===== src/rtl/ser_load_ctrl_pkg.sv =====
// Shared definitions for the serial word-assembly blocks.
//   state_e   : FSM encoding (IDLE=0, LOAD=1, DONE=2)
//   DEF_WIDTH : default word length in bits
//   DEF_CNT_W : default bit-index width, log2(DEF_WIDTH)
package ser_load_ctrl_pkg;

  typedef enum logic [1:0] {
    ST_IDLE = 2'd0,
    ST_LOAD = 2'd1,
    ST_DONE = 2'd2
  } state_e;

  localparam int DEF_WIDTH = 16;
  localparam int DEF_CNT_W = 4;

endpackage


===== src/rtl/ser_load_ctrl_bit_counter.sv =====
// bit_counter: bit-index counter for the serial loader.
//   clk, rst : clock, asynchronous active-high reset
//   clr      : synchronous clear to 0, wins over en
//   en       : increment by one, wrapping modulo 2**CNT_W
//   count    : current index
//   tc       : terminal count, high while count is all ones
module bit_counter #(
  parameter int CNT_W = 4
) (
  input  logic             clk,
  input  logic             rst,
  input  logic             clr,
  input  logic             en,
  output logic [CNT_W-1:0] count,
  output logic             tc
);

  logic [CNT_W-1:0] count_q, count_d;

  always_comb begin
    count_d = count_q;
    if (clr)     count_d = '0;
    else if (en) count_d = count_q + 1'b1;
  end

  always_ff @(posedge clk or posedge rst) begin
    if (rst) count_q <= '0;
    else     count_q <= count_d;
  end

  assign count = count_q;
  assign tc    = &count_q;

endmodule


===== src/rtl/ser_load_ctrl.sv =====
// ser_load_ctrl: assembles one WIDTH-bit word from a serial LSB-first stream.
//   CLK, RST   : clock, asynchronous active-high reset
//   START      : begin a load (honoured in IDLE only)
//   ABORT      : drop the load / completed word (LOAD or DONE only)
//   BIT_VALID  : BIT_IN is valid this cycle
//   BIT_IN     : serial data, LSB first
//   ACK        : consumer took WORD_OUT (honoured in DONE only)
//   COUNT      : index of the next bit write (demux select)
//   WR_EN      : demux write strobe, combinational
//   WORD_OUT   : assembled word, registered
//   WORD_VALID : WORD_OUT complete (DONE state)
//   BUSY       : LOAD or DONE
module ser_load_ctrl
  import ser_load_ctrl_pkg::*;
#(
  parameter int WIDTH = DEF_WIDTH,
  parameter int CNT_W = DEF_CNT_W
) (
  input  logic             CLK,
  input  logic             RST,
  input  logic             START,
  input  logic             ABORT,
  input  logic             BIT_VALID,
  input  logic             BIT_IN,
  input  logic             ACK,
  output logic [CNT_W-1:0] COUNT,
  output logic             WR_EN,
  output logic [WIDTH-1:0] WORD_OUT,
  output logic             WORD_VALID,
  output logic             BUSY
);

  state_e           state_q, state_d;
  logic [WIDTH-1:0] word_q, word_d;
  logic             valid_q, valid_d;
  logic             busy_q, busy_d;
  logic             cnt_clr, cnt_en, cnt_tc;

  bit_counter #(.CNT_W(CNT_W)) u_cnt (
    .clk   (CLK),
    .rst   (RST),
    .clr   (cnt_clr),
    .en    (cnt_en),
    .count (COUNT),
    .tc    (cnt_tc)
  );

  always_comb begin
    state_d = state_q;
    word_d  = word_q;
    cnt_clr = 1'b0;
    cnt_en  = 1'b0;
    case (state_q)
      ST_IDLE: begin
        // ABORT alongside START keeps the block idle
        if (START && !ABORT) begin
          state_d = ST_LOAD;
          word_d  = '0;
          cnt_clr = 1'b1;
        end
      end
      ST_LOAD: begin
        if (ABORT) begin
          state_d = ST_IDLE;
          word_d  = '0;
          cnt_clr = 1'b1;
        end else if (BIT_VALID) begin
          word_d[COUNT] = BIT_IN;
          cnt_en        = 1'b1;   // wraps to 0 on the last bit
          if (cnt_tc) state_d = ST_DONE;
        end
      end
      ST_DONE: begin
        if (ABORT) begin
          state_d = ST_IDLE;
          word_d  = '0;
          cnt_clr = 1'b1;
        end else if (ACK) begin
          state_d = ST_IDLE;
        end
      end
      default: begin
        state_d = ST_IDLE;
        word_d  = '0;
        cnt_clr = 1'b1;
      end
    endcase
    // flags registered from the next state so they line up with it
    valid_d = (state_d == ST_DONE);
    busy_d  = (state_d != ST_IDLE);
  end

  always_ff @(posedge CLK or posedge RST) begin
    if (RST) begin
      state_q <= ST_IDLE;
      word_q  <= '0;
      valid_q <= 1'b0;
      busy_q  <= 1'b0;
    end else begin
      state_q <= state_d;
      word_q  <= word_d;
      valid_q <= valid_d;
      busy_q  <= busy_d;
    end
  end

  assign WR_EN      = (state_q == ST_LOAD) && BIT_VALID;
  assign WORD_OUT   = word_q;
  assign WORD_VALID = valid_q;
  assign BUSY       = busy_q;

endmodule

===== config.mk =====
export PLATFORM = sky130hd
export DESIGN_NAME = ser_load_ctrl
export DESIGN_NICKNAME = d
export VERILOG_FILES = /design/src/rtl/ser_load_ctrl_pkg.sv /design/src/rtl/ser_load_ctrl_bit_counter.sv /design/src/rtl/ser_load_ctrl.sv
export SDC_FILE = /design/constraint.sdc
export NUM_CORES = 1
export LEC_CHECK = 0
export ABC_AREA = 1
export BUFFER_PORTS_ARGS = -buffer_cell sky130_fd_sc_hd__buf_2
export CORE_UTILIZATION = 35
export CTS_CLUSTER_SIZE = 12
export DETAILED_ROUTE_END_ITERATION = 7
export HOLD_SLACK_MARGIN = 0.12
export PLACE_DENSITY_LB_ADDON = 0.2
export SETUP_SLACK_MARGIN = 0.1
export SYNTH_ARGS = -nofsm -noshare
export SYNTH_HDL_FRONTEND = slang
export SYNTH_SLANG_ARGS = --single-unit

===== constraint.sdc =====
create_clock -name CLK -period 2.9 [get_ports CLK]
set_clock_uncertainty 0.05 [all_clocks]
set_input_delay 0 -clock CLK [delete_from_list [all_inputs] [get_ports CLK]]
set_output_delay 0 -clock CLK [all_outputs]
set_load 0.1 [all_outputs]

==> Word level (Yosys, flattened, before mapping) <==
Cells that the tools add are included.
{ "word_totals": {"register_bits": 24, "inputBits": 7, "out_inout_bits": 23, "word_cells": 47} }
{ "classes": {"addsub": 1, "n_lt_le_gt_ge": 2, "n_eq_ne": 6, "mux": 23, "n_reduce_logical": 10} }
{ "ops": {"columns": ["op", "count"], "rows": [
  ["16-bit 2-to-1 mux", 4],
  ["16-bit one-hot mux with 3 select lines", 1],
  ["16-bit bitwise mux", 1],
  ["2-bit 2-to-1 mux", 6],
  ["4-bit 2-to-1 mux", 2],
  ["1-bit 2-to-1 mux", 6],
  ["2-bit one-hot mux with 3 select lines", 1],
  ["4-bit by 5-bit < comparator with 1-bit output (second input constant)", 1],
  ["4-bit by 1-bit adder with 4-bit output (second input constant)", 1],
  ["1-bit demux with 4-bit select", 1],
  ["2-bit equality test (second input constant)", 2],
  ["4-bit by 1-bit greater-or-equal comparator with 1-bit output (second input constant)", 1],
  ["2-bit != test (second input constant)", 2],
  ["4-bit AND reduction", 1],
  ["2-bit nonzero test", 2],
  ["1-bit logical AND", 3],
  ["3-bit != test (second input constant)", 1],
  ["3-bit AND reduction", 1],
  ["2-bit by 1-bit equality test with 1-bit output (second input constant)", 1],
  ["2-bit zero test", 1],
  ["1-bit one-hot mux with 2 select lines", 1],
  ["2-bit OR reduction", 1],
  ["1-bit zero test", 1]
]} }

==> Depth between registers and ports, before layout <==
Gate-level depths: netlist (run 1).
{ "depth": {"word_depth": 8, "ltp_mapped": 10, "depth_no_buf": 10} }

==> By module <==
From an unflattened synthesis (run 1), not the netlist that was laid out.
{ "unflattened": {"hier_cells": 204, "hier_area_um2": 1426.4} }
{ "by_module_without_submodules": {"columns": ["module", "instances", "cells_per_inst", "area_each_um2"], "rows": [
  ["ser_load_ctrl", 1, 178, 1214.9],
  ["bit_counter", 1, 26, 211.5]
]} }

==> Worst setup path before layout (run 1) <==
Ideal clock, no wire load.
{ "synth_timing": {"path_type": "register to register", "from": "reg u_cnt.count_q[0], in the netlist u_cnt.count[0]", "to": "reg word_q[6], in the netlist WORD_OUT[6]", "setup_ps": 67, "t_arrival_ps": 1842, "slack_ps": 941, "path_stages_with_launch": 8, "n_path_buf": 0, "synth_period_minus_slack_ps": 1959, "cell_sequence": "dfrtp_1 -> inv_1 -> ha_1 -> inv_1 -> o21ai_0 -> nand3_1 -> nand2_1 -> nand2_1"} }
{ "synth_via": {"elab_chain_cells": 8, "elab_cells_between_ends": 9, "cone_classes": "order compare (2); mux (6); reduce/logical (1)"} }
{ "synth_lines": {"columns": ["element", "line_no", "rtl"], "rows": [
  ["start: declaration", "ser_load_ctrl_bit_counter.sv:18", "logic [CNT_W-1:0] count_q, count_d;"],
  ["start signal: assignment", "ser_load_ctrl_bit_counter.sv:28", "else count_q <= count_d;"],
  ["4-bit by 5-bit < comparator with 1-bit output (implied by the code) / 4-bit by 1-bit greater-or-equal comparator with 1-bit output (equally long branches)", "ser_load_ctrl.sv:68", "word_d[COUNT] = BIT_IN;"],
  ["1-bit logical AND (implied by the code)", "ser_load_ctrl.sv:68", null],
  ["1-bit 2-to-1 mux (implied by the code)", "ser_load_ctrl.sv:68", null],
  ["1-bit demux with 4-bit select (*)", "ser_load_ctrl.sv:68", null],
  ["16-bit bitwise mux (*)", "ser_load_ctrl.sv:68", null],
  ["16-bit 2-to-1 mux (*)", "ser_load_ctrl.sv:67", "end else if (BIT_VALID) begin"],
  ["16-bit 2-to-1 mux (*)", "ser_load_ctrl.sv:63", "if (ABORT) begin"],
  ["16-bit one-hot mux with 3 select lines (*)", "ser_load_ctrl.sv:53", "case (state_q)"],
  ["end signal: assignment", "ser_load_ctrl.sv:101", "word_q <= word_d;"],
  ["end: declaration", "ser_load_ctrl.sv:34", "logic [WIDTH-1:0] word_q, word_d;"]
]} }
Mark *: on every way between the ends. The rest lies on a longest branch, timed or not. The select of a mux whose other input is x is not followed.
A chain may end at the register's enable or synchronous reset.

==> Final worst setup path (run 1) <==
{ "layout_timing": {"from": "reg state_q[0]", "to": "reg word_q[10], in the netlist WORD_OUT[10]"} }
{ "layout_via": {"elab_chain_cells": 3, "elab_cells_between_ends": 8, "cone_classes": "eq/ne (5); mux (1); reduce/logical (2)"} }
{ "layout_lines": {"columns": ["element", "line_no", "rtl"], "rows": [
  ["start: declaration", "ser_load_ctrl.sv:33", "state_e state_q, state_d;"],
  ["start signal: assignment", "ser_load_ctrl.sv:100", "state_q <= state_d;"],
  ["2-bit by 1-bit equality test with 1-bit output, or another cell as far along", "ser_load_ctrl.sv:53", null],
  ["3-bit != test (no source line) / 2-bit != test (equally long branches)", null, null],
  ["3-bit AND reduction (no source line)", null, null]
]} }
Several ways; a longest one is shown, not always the timed one.

==> results_dict.tcl, run 1 <==
set metrics [dict create \
    critPathKind "flip-flop to flip-flop" \
    ant_nets 0 \
    slew_headroom_pct 38.4 \
    grt_overflow 0 \
    ys_seq_elements 24 \
    synth-edff-count 0 \
    io_pins 30 \
    grt_pass1_wl_mm 5.83 \
    setup_violations 0 \
    maxSlewViolCount 0 \
    num_antenna_cells 0 \
    antenna_found_initial 0 \
    syn_inst 206 \
    tns_ps 0 \
    grt.total_usage_pct 16.7 \
    core-area_sq_um 4120 \
    worstSetupStartpointType "flip-flop" \
    grt_pass1_vias 1289 \
    ctsHoldBuffers 3 \
    dp_cells 278 \
    p_seq_share_pct 31.8 \
    start_util_pct 37.2 \
    place_hpwl_mm 2.43 \
    period_needed_ps 1860 \
    p_sw_uw 587 \
    pwr-share-comb_pct 48.8 \
    p_sw_share_pct 48.7 \
    totalWireLength_mm 3.40 \
    first_iter_violations 58 \
    avgSynthCellArea_sq_um 7.44 \
    fmax_mhz 538 \
    cts_setup_buffers 0 \
    vias_per_cell 4.88 \
    clock_sinks 24 \
    dr.pass1.iters 4 \
    crit_required_ps 3020 \
    min_period_over_period_pct 64.1 \
    mappedNetlistArea_sq_um 1530 \
    status "complete, no violations" \
    power_density_nw_per_um2 680 \
    cts_root_buf "clkbuf_8" \
    drv_cap 0 \
    ys_seq_area_share_pct 39.2 \
    clock_power_share_pct 19.3 \
    die_x_um 68.2 \
    fin_cells 285 \
    post_cts_resized 0 \
    holdWs_ps 158 \
    vias 1390 \
    worstSetupEndpointType "flip-flop" \
    peakVddDrop_mv 0.335 \
    fp.dieH_um 68.2 \
    area_growth_pct 15.5 \
    rsz0062_at_grt "no" \
    drc 0 \
    layout-drive-gt1-share_pct 17.0 \
    clockBufferDepth 2 \
    min_path_type "primary input to flip-flop" \
    grt_max_degree 34 \
    crit_fanout 32 \
    rows 23 \
    setup_ws_ps 1040 \
    hold_viol 0 \
    h-tree-depth 1 \
    io_buffers 29 \
    ys_types 19 \
    clock_latency_ps 260 \
    cts_tree "done" \
    final_util_pct 43.0 \
    numCtsBuffers 3 \
    worst_pin_slew_ps 923 \
    clkTransAtPathRegs_ps 90 \
    post_drt_wl_per_cell_um 11.9 \
    pre_cts_ws_ps 1070 \
    die-area_sq_um 4650 \
    p_int_uw 617 \
    synthArstFlopShare_pct 100 \
    syn_nets 221 \
    gp_congestion 0.866 \
    fill_cells 451 \
    ys_warn_count 0 \
    worstPathArrival_ps 1980 \
    total_leakage_power_nw 1.04 \
    nets 251 \
    synthFlopType "dfrtp_1" \
]
[synth_stat cells, types with 2 or more instances]
| master | count | area [sq um] |
|---|---|---|
| nand4_1 | 18 | 113 |
| ha_1 | 8 | 100 |
| a21oi_1 | 2 | 10.0 |
| dfrtp_1 | 24 | 601 |
| inv_2 | 2 | 7.51 |
| nor2_1 | 21 | 78.8 |
| inv_1 | 22 | 82.6 |
| o21ai_0 | 17 | 85.1 |
| nand3_1 | 26 | 130 |
| buf_4 | 4 | 30.0 |
| nand2_1 | 53 | 199 |
| buf_2 | 2 | 10.0 |
[layout by cell type, fill, tap and decap left out, drive strengths merged]
cell | netlist | final
nand4 | 18 | 18
dlygate4sd3 | 0 | 3
buf | 7 | 30
nand2 | 53 | 53
clkbuf | 1 | 4
a21oi | 2 | 2
ha | 8 | 8
dfrtp | 24 | 24
nand3 | 26 | 26
inv | 25 | 25
a22oi | 1 | 1
o21ai | 18 | 18
nor2 | 23 | 23
[per-stage QoR]
| step | power (mW) | instance area, sq um |
|---|---|---|
| 2_1_floorplan | 0.892 | 1530 |
| 3_3_place_gp | 0.981 | 1690 |
| 3_5_place_dp | 0.976 | 1690 |
| 4_1_cts | 1.21 | 1770 |
| 5_1_grt | 1.30 | 1770 |
| 6_report | 1.20 | 1770 |
[flip-flops by register name, summed over array words and instances (netlist names)]
signal       cells
WORD_VALID       1
u_cnt.count      4
state_q          2
WORD_OUT        16
BUSY             1
[layer usage]
layer	global-route usage [%]	vias up	share of wire, %	wire length [um]
met5	0	-	0	0
met4	5.21	0	0.65	22
met3	2.67	2	2.7	91
met2	26.6	22	44	1510
met1	22.9	627	52	1780
li1	-	739	-	-
[layout make-up]
cell class	instances	area, sq um	share of cell area, %
well taps	50	62.6	3.53
clock buffers	4	55.1	3.11
inverters	25	96.3	5.44
repair buffers	33	183	10.3
multi-input cells	149	773	43.7
flip-flops and latches	24	601	33.9
[worst max-delay path, stage by stage, from the launching register on]
cell,delay [ps]
dfrtp_1,390
inv_1,90
ha_1,250
a22oi_4,660
nand3_1,170
nand2_1,100
nand2_1,40
[power groups by stage]
stage | Combinational, mW | Sequential [mW] | Clock [mW]
after floorplan | 0.364 | 0.528 | 0
after global placement | 0.588 | 0.392 | 0
after detailed placement | 0.587 | 0.389 | 0
after CTS | 0.591 | 0.383 | 0.240
after global routing | 0.652 | 0.388 | 0.256
final | 0.588 | 0.383 | 0.233
[kinds of logic (layout without fill, tap and decap cells)]
| family | after synthesis | in the layout | share of synthesized area, % |
|---|---|---|---|
| AND/OR/NAND/NOR | 120 | 120 | 36.0 |
| buffers and inverters | 33 | 62 | 10.4 |
| flip-flops | 24 | 24 | 39.2 |
| AO/OA/AOI/OAI | 21 | 21 | 7.92 |
| adder cells (fa/ha/maj) | 8 | 8 | 6.53 |
[worst paths after layout]
kind / startpoint / to / slack [ps] / cells after the start
worst min-delay path: ABORT / u_cnt.count[2] / 160 / 4
worst max register to register: state_q[0] / WORD_OUT[10] / 1040 / 6
min in group asynchronous: RST / u_cnt.count[0] / 420 / 3
max in group asynchronous: RST / WORD_OUT[12] / 1810 / 3
worst max-delay path: state_q[0] / WORD_OUT[10] / 1040 / 6
worst min register to register: WORD_OUT[3] / WORD_OUT[3] / 420 / 2
Note: power is estimated with default switching activity, not from simulation.
==> run 2, diff against run 1 <==
clock period = 1.83 ns   (was 2.9 ns; I/O delays follow)
==> run 2 against run 1 <==
Compared with the run above:
- cell area grew 5.4%
- hold slack lost 21 ps
- setup slack got worse by 810 ps
- non-clock buffer count increased by 4
- largest power group unchanged
- critical path type unchanged
==> results_dict.tcl, run 2 (same netlist as run 1, synthesis figures left out) <==
set metrics [dict create \
    clockBufferDepth 2 \
    power_density_nw_per_um2 1120 \
    cts_setup_buffers 0 \
    fp.dieH_um 68.2 \
    cts_root_buf "clkbuf_8" \
    clock_power_share_pct 22.4 \
    drv_cap 0 \
    total_leakage_power_nw 1.07 \
    hold_path_depth 6 \
    p_sw_uw 951 \
    grt_overflow 0 \
    io_pins 30 \
    vias 1390 \
    r2r_cells 8 \
    grt_pass1_wl_mm 5.71 \
    peakVddDrop_mv 0.723 \
    grt.total_usage_pct 16.3 \
    post_drt_wl_per_cell_um 12.0 \
    p_sw_share_pct 45.5 \
    numCtsBuffers 3 \
    antenna_found_initial 0 \
    nets 255 \
    clock_latency_ps 260 \
    layout-drive-gt1-share_pct 20.1 \
    fmax_mhz 625 \
    setup_violations 0 \
    slew_headroom_pct 66.8 \
    rows 23 \
    maxSlewViolCount 0 \
    total_power_mw 2.09 \
    area_growth_pct 21.7 \
    pwr-share-comb_pct 48.0 \
    dr.pass1.iters 4 \
    worstSetupStartpointType "flip-flop" \
    min_period_over_period_pct 87.4 \
    fill_cells 440 \
    worstPathArrival_ps 1750 \
    io_buffers 29 \
    core-area_sq_um 4120 \
    largest_reg_flops 16 \
    clock_sinks 24 \
    first_iter_violations 50 \
    worstSetupEndpointType "flip-flop" \
    h-tree-depth 1 \
    drc 0 \
    hold_viol 0 \
    place_hpwl_mm 2.50 \
    die_x_um 68.2 \
    start_util_pct 37.2 \
    whs_endpoint "state_q[0]" \
    totalWireLength_mm 3.47 \
    p_int_mw 1.14 \
    vias_per_cell 4.81 \
    final_common_cell "nand2_1" \
    ant_nets 0 \
    grt_max_degree 33 \
    worst_pin_slew_ps 498 \
    status "complete, no violations" \
    gp_congestion 0.862 \
    critPathKind "flip-flop to flip-flop" \
    p_seq_share_pct 29.6 \
    period_needed_ps 1600 \
    grt_pass1_vias 1250 \
    crit_required_ps 1990 \
    die-area_sq_um 4650 \
    r2r_slack_ps 230 \
    timing.rr.start "state_q[1]" \
    num_antenna_cells 0 \
    crit_fanout 16 \
    min_path_type "primary input to flip-flop" \
    cts_tree "done" \
    worstHoldStart "ACK" \
    tns_ps 0 \
    final_cell_mix "nand2_1 (53), buf_2 (29), nand3_1 (26), inv_1 (22), nor2_1 (21)" \
    rr_endpoint "WORD_OUT[13]" \
    rsz0062_at_grt "no" \
    clkTransAtPathRegs_ps 90 \
]
run 2: worst max path at each step:
stage / slack (ps) / endpoint / depth (start not counted) / start
finish: 230 / WORD_OUT[13] / 8 / state_q[1]
global route: 100 / WORD_VALID / 8 / state_q[1]
CTS: 160 / WR_EN / 5 / state_q[1]
detailed placement: 200 / WORD_VALID / 8 / state_q[1]
global placement: 250 / WORD_OUT[15] / 8 / state_q[1]
floorplan: 210 / WORD_OUT[8] / 7 / u_cnt.count[0]
run 2: metrics by stage:
stage	hold slack, ps	worst slack (ps)	instance area, sq um	std cells	util [%]
floorplan	-35.7	211	1540	206	-
global placement	13.9	253	1740	281	42.2
detailed placement	16.6	204	1740	281	42.2
CTS	132	158	1850	289	44.9
global route	199	101	1870	289	45.3
finish	137	231	1870	289	45.3
run 2: what timing repair did:
action	CTS	global route
resized for setup	0	3
endpoints found under the setup margin	0	20
hold buffers	4	0
hold endpoints to repair	17	0
run 2: metal layers:
metal	vias up	GRT usage, %	share of wire, %
li1	748	-	-
met1	622	22.9	51
met2	18	26.2	46
met3	2	2.50	2.4
met4	0	3.13	0.58
met5	-	0	0
run 2: cell type report:
type                    instances  area, sq um  share of cell area [%]
multi-input cells             149          786                    42.1
inverters                      25         96.3                    5.16
flip-flops and latches         24          606                    32.5
clock buffers                   3         41.3                    2.21
well taps                      50         62.6                    3.35
repair buffers                 37          244                    13.1
clock inverters                 1         30.0                    1.61
run 2: critical path: stages (launching register included):
cell and delay [ps]:
dfrtp_1 410, inv_1 140, ha_4 180, inv_2 50, nor2_4 200, inv_4 70, nor2_8 210, nand4_1 130
nand2_1 90
run 2: power by group through the flow:
stage / Clock (mW) / Sequential, mW / Combinational [mW]
global placement: 0 / 0.625 / 0.980
finish: 0.468 / 0.619 / 1.00
floorplan: 0 / 0.840 / 0.576
global route: 0.504 / 0.624 / 1.10
CTS: 0.493 / 0.613 / 0.989
detailed placement: 0 / 0.622 / 0.981
==> run 3, diff against run 2 <==
CELL_PAD_IN_SITES_DETAIL_PLACEMENT = 1   (was default)
CELL_PAD_IN_SITES_GLOBAL_PLACEMENT = 2   (was default)
CORE_UTILIZATION = 30   (was 35)
==> run 3 against run 2 <==
Compared with the run above:
- sequential share of layout area fell by 0.51 points
- combinational power barely moved
- critical path depth rose by 2
- routed wire length increased by 12%
- flip-flop and latch count stayed put
- first-iteration DRC count increased by 58%
- global-route usage shrank 1.0 points
- non-clock buffer count grew 2
- critical endpoint is now WORD_OUT[1]
- fmax increased by 0.82%
- core utilization down 6.0 points
- setup slack gained 13 ps
- final cell count grew 6.6%
==> results_dict.tcl, run 3 (same netlist as run 1, synthesis figures left out) <==
set metrics [dict create \
    pre_cts_ws_ps 115 \
    cts_root_buf "clkbuf_8" \
    status "complete, no violations" \
    rows 25 \
    r2r_slack_ps 240 \
    min_path_type "primary input to flip-flop" \
    core-area_sq_um 4820 \
    clock_sinks 24 \
    hold_viol 0 \
    tns_ps 0 \
    vias_per_cell 4.79 \
    rsz0062_at_grt "no" \
    fin_cells 308 \
    whs_endpoint "state_q[0]" \
    worstHoldStart "START" \
    critPathKind "flip-flop to flip-flop" \
    ant_nets 0 \
    crit_fanout 6 \
    clock_power_share_pct 22.6 \
    regArea_sq_um 606 \
    total_leakage_power_nw 1.08 \
    place_hpwl_mm 2.88 \
    setup_ws_ps 244 \
    grt_overflow 0 \
    totalWireLength_mm 3.89 \
    period_needed_ps 1590 \
    gp_congestion 0.823 \
    dr.pass1.iters 4 \
    r2r_cells 10 \
    h-tree-depth 1 \
    clockBufferDepth 2 \
    final_util_pct 39.4 \
    fmax_mhz 631 \
    min_period_over_period_pct 86.7 \
    io_buffers 29 \
    grt.total_usage_pct 15.2 \
    io_pins 30 \
    antenna_found_initial 0 \
    pwr-share-comb_pct 48.4 \
    layout-drive-gt1-share_pct 21.2 \
    clkTransAtPathRegs_ps 100 \
    worst_pin_slew_ps 692 \
    start_util_pct 31.8 \
    p_int_mw 1.16 \
    nets 257 \
    post_drt_wl_per_cell_um 12.6 \
    die-area_sq_um 5400 \
    largest_reg_flops 16 \
    p_seq_share_pct 28.9 \
    setup_violations 0 \
    worstSetupEndpointType "flip-flop" \
    clock_latency_ps 270 \
    final_cell_mix "nand2_1 (53), buf_2 (29), nand3_1 (26), inv_1 (22), nor2_1 (21)" \
    numCtsBuffers 3 \
    grt_pass1_wl_mm 6.36 \
    peakVddDrop_mv 0.513 \
    worstSetupStartpointType "flip-flop" \
    vias 1476 \
    cts_tree "done" \
    place_area_sq_um 1760 \
    die_x_um 73.5 \
    hold_path_depth 5 \
    timing.rr.start "state_q[1]" \
    fp.dieH_um 73.5 \
    p_sw_uw 973 \
    final_common_cell "nand2_1" \
    rr_endpoint "WORD_OUT[1]" \
    multiInputGateArea_sq_um 786 \
    grt_max_degree 33 \
    num_antenna_cells 0 \
    stdcell_area_sq_um 1900 \
    area_growth_pct 23.7 \
    crit_required_ps 2000 \
    first_iter_violations 79 \
    slew_headroom_pct 53.8 \
    drc 0 \
    fill_cells 639 \
    drv_cap 0 \
    power_density_nw_per_um2 1120 \
    worstPathArrival_ps 1760 \
    maxSlewViolCount 0 \
    dp_cells 298 \
    grt_pass1_vias 1320 \
    p_sw_share_pct 45.7 \
]
-- run 3: critical path: stages (launching register included) --
cell     delay (ps)
dfrtp_1         410
inv_1           130
ha_4            190
inv_2            50
nor2_4          190
buf_4           150
buf_4           100
o21ai_0          80
nand3_1         100
nand2_1          50
nand2_1          50
-- run 3: metrics by stage --
stage               power, mW  hold slack, ps
floorplan                1.42           -35.7
global placement         1.63            99.4
detailed placement       1.63            99.3
CTS                      2.12             128
global route             2.28             165
finish                   2.13             128
-- run 3: repair_timing --
item / CTS / global route
endpoints found under the setup margin: 1 / 18
pin swaps: 0 / 1
hold buffers: 3 / 0
hold endpoints to repair: 19 / 0
setup buffers: 0 / 3
gates resized for setup: 1 / 1
cloned: 0 / 0
-- run 3: power by group through the flow --
stage	Combinational [mW]	Clock, mW	Sequential, mW
6_report	1.03	0.482	0.616
3_3_place_gp	1.00	0	0.623
3_5_place_dp	1.00	0	0.623
4_1_cts	1.01	0.500	0.613
5_1_grt	1.14	0.516	0.624
2_1_floorplan	0.576	0	0.840
-- run 3: metal layers --
layer  share of wire (%)  wire length, um  up-vias  track usage [%]
met5                   0                0        -                0
met3                 2.6              102        4             2.88
met1                  49             1910      705             20.6
li1                    -                -      745                -
met2                  48             1850       22             25.3
met4                0.75               29        0             3.21
-- run 3: worst max-delay path by stage --
stage	slack [ps]	start	endpoint	cells after the start
finish	240	state_q[1]	WORD_OUT[1]	10
global route	120	state_q[1]	WORD_VALID	9
CTS	150	state_q[1]	WORD_VALID	9
detailed placement	120	state_q[1]	WORD_VALID	9
global placement	180	state_q[1]	WORD_OUT[6]	8
floorplan	210	u_cnt.count[0]	WORD_OUT[8]	7
-- run 3: final cells by class --
class / count / share of cell area (%)
Sequential cell: 24 / 31.9
Clock buffer: 3 / 2.18
Tap cell: 67 / 4.42
Multi-Input combinational cell: 149 / 41.5
Inverter: 25 / 5.08
Timing Repair Buffer: 39 / 13.3
Clock inverter: 1 / 1.58
